**config.mk**
```make
export PLATFORM = sky130hd
export DESIGN_NAME = fft_peak_detect
export DESIGN_NICKNAME = d
export VERILOG_FILES = /design/src/rtl/fft_peak_detect.sv
export SDC_FILE = /design/constraint.sdc
export NUM_CORES = 2
export LEC_CHECK = 0
export CAP_MARGIN = 30
export CORE_ASPECT_RATIO = 2
export CORE_MARGIN = 2
export CORE_UTILIZATION = 45
export CTS_CLUSTER_DIAMETER = 150
export DETAILED_ROUTE_END_ITERATION = 7
export PLACE_DENSITY = 0.66
export SYNTH_ARGS = -nofsm -noshare
export SYNTH_HDL_FRONTEND = slang
export SYNTH_SLANG_ARGS = --single-unit
```
**constraint.sdc**
```tcl
create_clock -name clk -period 15.25 [get_ports clk]
set_input_delay 3.05 -clock clk [delete_from_list [all_inputs] [get_ports clk]]
set_output_delay 3.05 -clock clk [all_outputs]
set_load 0.05 [all_outputs]
```
**src/rtl/fft_peak_detect.sv**
```systemverilog
// fft_peak_detect
// Sits behind the 256-point FFT core. It answers the core's done pulse with a
// one-cycle unload, computes re^2+im^2 for every unloaded bin, and keeps the
// strongest bin inside [BIN_LO, BIN_HI]. After each frame it presents one peak
// result to the control logic, which takes it with a valid/ack handshake.
//
// Optional feature (macro FFT_PEAK_THRESH_EN): when defined, an in-band bin
// also needs power >= thresh to count as a peak. When undefined, the thresh
// port is present but ignored.
//
// Ports:
//   clk, rst        clock, asynchronous active-high reset
//   en              act on fft_done (0 = stay in IDLE once the frame is done)
//   fft_done        core done pulse
//   fft_dv          core output beat valid
//   fft_xk_index    bin index of the beat
//   fft_xk_re/im    signed bin value
//   fft_unload      one-cycle unload request to the core
//   thresh          minimum peak power (optional feature only)
//   pow_valid/index/data   per-bin power strobe, bin and re^2+im^2
//   result_valid/ack       peak result handshake
//   peak_bin/pow/found     peak result payload
//   overrun         sticky: a result was overwritten before it was acked
//   timeout_err     sticky: a frame stalled in RECV and was abandoned
module fft_peak_detect #(
  parameter int unsigned NFFT    = 256,
  parameter int unsigned IDX_W   = 8,
  parameter int unsigned XK_W    = 23,
  parameter int unsigned BIN_LO  = 1,
  parameter int unsigned BIN_HI  = 127,
  parameter int unsigned TIMEOUT = 1023
) (
  input  logic                   clk,
  input  logic                   rst,
  input  logic                   en,
  input  logic                   fft_done,
  input  logic                   fft_dv,
  input  logic [IDX_W-1:0]       fft_xk_index,
  input  logic signed [XK_W-1:0] fft_xk_re,
  input  logic signed [XK_W-1:0] fft_xk_im,
  output logic                   fft_unload,
  input  logic [2*XK_W-1:0]      thresh,
  output logic                   pow_valid,
  output logic [IDX_W-1:0]       pow_index,
  output logic [2*XK_W-1:0]      pow_data,
  output logic                   result_valid,
  input  logic                   result_ack,
  output logic [IDX_W-1:0]       peak_bin,
  output logic [2*XK_W-1:0]      peak_pow,
  output logic                   peak_found,
  output logic                   overrun,
  output logic                   timeout_err
);

  localparam int unsigned POW_W = 2 * XK_W;
  localparam int unsigned TMR_W = $clog2(TIMEOUT + 1);

  typedef enum logic [2:0] {
    S_IDLE,
    S_UNLOAD,
    S_RECV,
    S_DRAIN,
    S_REPORT
  } state_t;

  state_t             state;
  state_t             state_n;
  logic               unload_n;
  logic               report;
  logic               tmo_hit;
  logic               drain_cnt;
  logic [TMR_W-1:0]   timer;

  // Power pipeline registers (E1: squares, E2: sum on the pow_* outputs)
  logic signed [POW_W-1:0] re_ext;
  logic signed [POW_W-1:0] im_ext;
  logic signed [POW_W-1:0] re_sq;
  logic signed [POW_W-1:0] im_sq;
  logic [POW_W-1:0]        sq_re;
  logic [POW_W-1:0]        sq_im;
  logic                    dv1;
  logic [IDX_W-1:0]        idx1;

  // Running peak for the frame in flight
  logic [POW_W-1:0]        run_max;
  logic [IDX_W-1:0]        run_bin;
  logic                    run_found;
  logic                    track;
  logic                    in_band;
  logic                    qualify;

  // State register
  always_ff @(posedge clk or posedge rst) begin
    if (rst) state <= S_IDLE;
    else     state <= state_n;
  end

  // Next state and per-state strobes
  always_comb begin
    state_n = state;
    report  = 1'b0;
    tmo_hit = 1'b0;
    case (state)
      S_IDLE: begin
        if (en && fft_done) state_n = S_UNLOAD;
      end
      S_UNLOAD: begin
        state_n = S_RECV;
      end
      S_RECV: begin
        if (fft_dv) begin
          if (fft_xk_index == IDX_W'(NFFT - 1)) state_n = S_DRAIN;
        end else if (timer == TMR_W'(TIMEOUT - 1)) begin
          tmo_hit = 1'b1;
          state_n = S_IDLE;
        end
      end
      S_DRAIN: begin
        if (drain_cnt) state_n = S_REPORT;
      end
      S_REPORT: begin
        report  = 1'b1;
        state_n = S_IDLE;
      end
      default: state_n = S_IDLE;
    endcase
    unload_n = (state_n == S_UNLOAD);
  end

  // Unload strobe, drain counter and idle-beat timer
  always_ff @(posedge clk or posedge rst) begin
    if (rst) begin
      fft_unload  <= 1'b0;
      drain_cnt   <= 1'b0;
      timer       <= '0;
      timeout_err <= 1'b0;
    end else begin
      fft_unload  <= unload_n;
      drain_cnt   <= (state == S_DRAIN) ? ~drain_cnt : 1'b0;
      if (state == S_RECV && !fft_dv) timer <= timer + TMR_W'(1);
      else                            timer <= '0;
      if (tmo_hit) timeout_err <= 1'b1;
    end
  end

  // Squares of sign-extended operands; |x|^2 <= 2^(2*XK_W-2) so the signed
  // product is exact and non-negative.
  assign re_ext = POW_W'(fft_xk_re);
  assign im_ext = POW_W'(fft_xk_im);
  assign re_sq  = re_ext * re_ext;
  assign im_sq  = im_ext * im_ext;

  // E1 / E2 power pipeline, free-running on dv
  always_ff @(posedge clk or posedge rst) begin
    if (rst) begin
      sq_re     <= '0;
      sq_im     <= '0;
      dv1       <= 1'b0;
      idx1      <= '0;
      pow_valid <= 1'b0;
      pow_index <= '0;
      pow_data  <= '0;
    end else begin
      dv1       <= fft_dv;
      pow_valid <= dv1;
      if (fft_dv) begin
        sq_re <= $unsigned(re_sq);
        sq_im <= $unsigned(im_sq);
        idx1  <= fft_xk_index;
      end
      if (dv1) begin
        pow_data  <= sq_re + sq_im;
        pow_index <= idx1;
      end
    end
  end

  // E3 qualification: in band, strictly above the running max (lowest bin
  // wins ties), and only while a frame is being received or drained.
  assign track   = (state == S_RECV) || (state == S_DRAIN);
  assign in_band = (32'(pow_index) >= BIN_LO) && (32'(pow_index) <= BIN_HI);

`ifdef FFT_PEAK_THRESH_EN
  assign qualify = pow_valid && track && in_band &&
                   (pow_data >= thresh) && (pow_data > run_max);
`else
  logic unused_thresh;
  assign unused_thresh = ^thresh;
  assign qualify = pow_valid && track && in_band && (pow_data > run_max);
`endif

  // Running peak, cleared as the core is asked to unload
  always_ff @(posedge clk or posedge rst) begin
    if (rst) begin
      run_max   <= '0;
      run_bin   <= '0;
      run_found <= 1'b0;
    end else if (state == S_UNLOAD) begin
      run_max   <= '0;
      run_bin   <= '0;
      run_found <= 1'b0;
    end else if (qualify) begin
      run_max   <= pow_data;
      run_bin   <= pow_index;
      run_found <= 1'b1;
    end
  end

  // Result handshake; a new report always wins over a pending result
  always_ff @(posedge clk or posedge rst) begin
    if (rst) begin
      result_valid <= 1'b0;
      peak_bin     <= '0;
      peak_pow     <= '0;
      peak_found   <= 1'b0;
      overrun      <= 1'b0;
    end else if (report) begin
      result_valid <= 1'b1;
      peak_bin     <= run_bin;
      peak_pow     <= run_max;
      peak_found   <= run_found;
      if (result_valid && !result_ack) overrun <= 1'b1;
    end else if (result_ack) begin
      result_valid <= 1'b0;
    end
  end

endmodule

```
# Word level (Yosys, flattened, before mapping)
# Cells that the tools add are included.
[totals]
reg_bits = 284
input_bits = 106
output_inout_bits = 114
elab_cells = 69
[op_classes]
add_sub_neg = 2
n_mul = 2
magnitude_cmp = 3
n_eq_ne = 7
mux = 20
n_bitwise = 1
n_reduce_logical = 14
[op_table]
columns = ["cell", "n"]
rows = [
  ["23-bit by 23-bit multiplier with 46-bit output", 2],
  ["46-bit 2-to-1 mux", 2],
  ["46-bit adder", 1],
  ["46-bit greater-than comparator", 1],
  ["8-bit 2-to-1 mux", 2],
  ["3-bit 2-to-1 mux", 5],
  ["3-bit case mux with 4 select lines", 1],
  ["10-bit by 1-bit adder with 10-bit output, second input constant", 1],
  ["10-bit == test, second input constant", 1],
  ["10-bit 2-to-1 mux", 1],
  ["1-bit 2-to-1 mux", 9],
  ["8-bit == test, second input constant", 1],
  ["8-bit by 1-bit >= comparator with 1-bit output, second input constant", 1],
  ["8-bit by 7-bit <= comparator with 1-bit output, second input constant", 1],
  ["1-bit logical AND", 7],
  ["3-bit by 1-bit == test with 1-bit output, second input constant", 2],
  ["3-bit by 2-bit == test with 1-bit output, second input constant", 2],
  ["2-bit nonzero test", 2],
  ["3-bit == test, second input constant", 1],
  ["3-bit zero test", 1],
  ["1-bit zero test", 2],
  ["2-bit AND reduction", 1],
  ["1-bit logical OR", 1],
  ["1-bit inverter", 1],
]

# Depth between registers and ports, before layout
[depth]
ltp_word = 7
ltp_mapped = 27
ltp_nobuf = 26

# Least setup slack after synthesis
# No wires, ideal clock.
[synth_timing]
path_kind = "in2reg"
from = "input port fft_xk_im[22]"
to = "register sq_im[41]"
setup_time_ps = 125
arrival_ps = 9640
required_time_ps = 15125
path_slack_ps = 5485
cell_stages = 21
cell_sequence = "clkbuf_1 -> clkbuf_1 -> nand2_1 -> inv_1 -> fa_1 -> fa_1 -> inv_1 -> fa_1 -> inv_1 -> fa_1 -> fa_1 -> fa_1 -> fa_1 -> ha_1 -> o41a_1 -> a31o_2 -> nor4_2 -> nor2_1 -> a211oi_2 -> xnor2_1 -> mux2_2"
[synth_via]
elab_chain_cells = 1
[synth_rtl]
columns = ["element", "line", "rtl"]
rows = [
  ["start: declaration", "40", "input logic signed [XK_W-1:0] fft_xk_im,"],
  ["23-bit by 23-bit multiplier with 46-bit output", "151", "assign im_sq = im_ext * im_ext;"],
  ["end signal: assignment", "168", "sq_im <= $unsigned(im_sq);"],
  ["end: declaration", "80", "logic [POW_W-1:0] sq_im;"],
]
# No other way between the ends.
# A chain may end at the register's enable or synchronous reset.

# Worst setup path after layout
[layout_timing]
from = "input port fft_xk_im[22]"
to = "register sq_im[40]"
# The elaborated chain is that of the path after synthesis.

==> impl_metrics.py <==
metrics = {
    "global_route": {
        "grt-busiest-layer": "met2",
        "met3_usage": 0.0136,
        "met1_usage": 0.228,
        "antenna_found_initial": 1,
        "grt_pass1_wl_um": 205000,
        "gr-total-overflow": 0,
        "grt_pass1_vias": 39505,
        "use_met2": 0.471,
        "grt_max_degree": 135,
        "grt.total_usage": 0.233,
    },
    "synth": {
        "synth_flop_cell": "dfrtp_1",
        "async_flop_share": 1.00,
        "synth.top_cells.by_area": "fa_1 42%, dfrtp_1 14%, inv_1 9.7%",
        "synth_common_cells": "1292 x inv_1, 1041 x fa_1, 489 x nand2_1",
        "syn_inst": 5053,
        "synth_top_area_share": 0.416,
        "ys_seq_elements": 282,
        "synth_cell_types": 83,
        "yosys_warnings": 0,
        "syn_avg_cell_area_sq_um": 9.91,
        "synthesis.area_sq_mm": 0.0501,
        "synth_top_area_cell": "fa_1",
        "synth.most_common_cell": "inv_1",
        "synth_edf_count": 0,
        "seq_area_frac_synth": 0.141,
        "syn-num-nets": 6542,
    },
    "sta": {
        "slew_violations": 0,
        "period_share": 0.679,
        "setup-violations-final": 0,
        "rsz0062_at_grt": "false",
        "tightestPinTransition_ns": 0.932,
        "finalHoldViolCount": 0,
        "relSlewSlack": 0.379,
        "skew_ns": 0.0165,
        "tns_ns": 0,
        "period_minus_slack_ns": 10.36,
        "fmax_ghz": 0.0965,
    },
    "finish": {
        "syn_to_final_growth_pct": 8.86,
        "nets": 6623,
        "drive_above_1_share": 0.0650,
        "diodes": 0,
    },
    "detailed_routing": {
        "vias": 35436,
        "routed_wl_um": 129000,
        "wire_per_inst_um": 19.4,
        "via_per_inst": 5.34,
        "ant_nets": 0,
        "drc": 0,
        "drt_pass1_iterations": 5,
        "first_iter_violations": 1642,
    },
    "clocking": {
        "post-cts-setup-buffer-count": 0,
        "root_buffer": "clkbuf_16",
        "clk_latency_ns": 0.58,
        "ctsHtreeMaxLevel": 1,
        "path_clk_slew_ns": 0.07,
        "post_cts_resized": 0,
        "cts_tree": "built",
        "ctsHoldBuffers": 0,
        "cts_made_buffers": 27,
        "cts_max_path_buffers": 3,
        "cts.sinks": 282,
    },
    "floorplan": {
        "die_w_um": 240,
        "ioPinCount": 220,
        "die_area_sq_mm": 0.114,
        "fp.dieH_um": 476,
        "num_rows": 173,
        "core_sq_mm": 0.111,
        "start_util": 0.452,
    },
    "placement": {
        "io_buffers": 173,
        "globalplace.congestion": 0.908,
        "dp_hpwl_um": 105000,
    },
    "worst_setup_path": {
        "critPathSlowestCell": "fa_1",
        "cpPeakStageDelay_ns": 0.66,
        "crit_fanout": 47,
        "required_ns": 15.70,
        "worst-path-buf-inv": 7,
        "critPathKind": "in -> reg",
        "cp_common_cell": "fa_1",
        "cp_data_arrival_time_ns": 10.82,
        "startpoint_type": "input port",
        "crit_family": "adder cells",
        "end_kind": "flop",
    },
    "flow_run": {
        "drv_cap": 0,
    },
    "worst_hold_path": {
        "hold_class": "reg -> reg",
    },
    "run_status": {
        "outcome": "finished clean",
    },
}
state kept, by name (all words and copies together) (netlist names):
register,flops
peak_pow,46
dv1,1
pow_valid,1
idx1,8
timer,10
drain_cnt,1
pow_index,8
overrun,1
sq_im,45
pow_data,46
peak_bin,8
fft_unload,1
run_found,1
sq_re,45
result_valid,1
state,3
run_bin,8
timeout_err,1
run_max,46
peak_found,1
cells by family (layout without fill, tap and decap cells):
group	Yosys count	count (layout)	synth area share
compound gates	574	574	0.0836
xor+xnor	155	155	0.0271
fa+ha+maj	1383	1383	0.502
buf+inv	1478	1579	0.111
flops	282	282	0.141
mux	174	174	0.0391
simple gates	1007	1007	0.0965
area by class of cell:
cell class,instances,area (sq um)
sequential,282,7060
multi-input combinational,3293,37500
fill,10288,56300
clock inverter,13,140
timing repair buffer,238,2320
inverter,1292,4860
tap,1487,1860
clock buffer,36,790
final timing paths:
path,cells past startpoint,from,slack (ns),to
worst max-delay path,25,fft_xk_im[22],4.89,sq_im[40]
worst min-delay path,1,timeout_err,0.47,timeout_err
worst max register to register,12,pow_data[45],10.88,run_max[23]
worst min register to register,1,timeout_err,0.47,timeout_err
max in group asynchronous,5,rst,10.94,peak_pow[44]
min in group asynchronous,2,rst,2.89,peak_bin[1]
placed cells by master (no fill, tap or decap), types with 8 or more instances in the layout:
cell,synthesis,final
nand2b_1,19,19
and3_1,20,20
or3_1,8,8
o21bai_1,13,13
nor2b_1,36,36
nand2_1,489,489
nand3_1,30,29
o2111ai_1,55,55
ha_1,342,342
and2_1,220,219
o211ai_1,63,63
xnor2_1,119,119
nor3_1,13,13
o32a_1,53,53
nor2_1,107,107
nor4_1,8,8
o21a_1,12,10
nand4_1,21,21
a211oi_1,10,10
xor2_1,36,36
inv_1,1292,1291
buf_4,0,61
clkbuf_16,0,27
a31oi_1,9,9
o21ai_0,67,67
dfrtp_1,282,281
a21o_1,69,69
clkdlybuf4s50_1,0,172
fa_1,1041,1041
mux2_2,174,174
a31o_2,11,11
o31ai_1,8,8
a21oi_1,125,125
clkbuf_8,0,8
a211o_1,8,8
per-layer routing:
layer | routed length, um | share of wire
met1 | 41800 | 0.32
met2 | 74900 | 0.58
met3 | 3520 | 0.027
met4 | 8550 | 0.066
met5 | 0 | 0
worst register-to-register path, delay by kind of cell (launching register included):
kind	cells	cell delay, ns
AOI/OAI and AO/OA	3	0.65
adders and majority gates	1	0.39
buffers and inverters	3	1.04
DFF	1	0.47
and+or+nand+nor	5	1.69
per-stage QoR:
stage | worst slack (ns) | area [sq um] | hold slack (ns) | cells | util
detailed placement | 4.33 | 53500 | 0.457 | 6589 | 0.483
global route | 4.43 | 54500 | 0.484 | 6641 | 0.492
floorplan | 4.42 | 50100 | 0.427 | 5053 | -
global placement | 4.29 | 53500 | 0.449 | 6587 | 0.482
CTS | 4.89 | 54400 | 0.473 | 6638 | 0.491
finish | 4.89 | 54500 | 0.466 | 6641 | 0.492
Power is left out: the tool's default activity adds up to more than one toggle a clock period on the data nets, which glitch-free logic cannot reach.
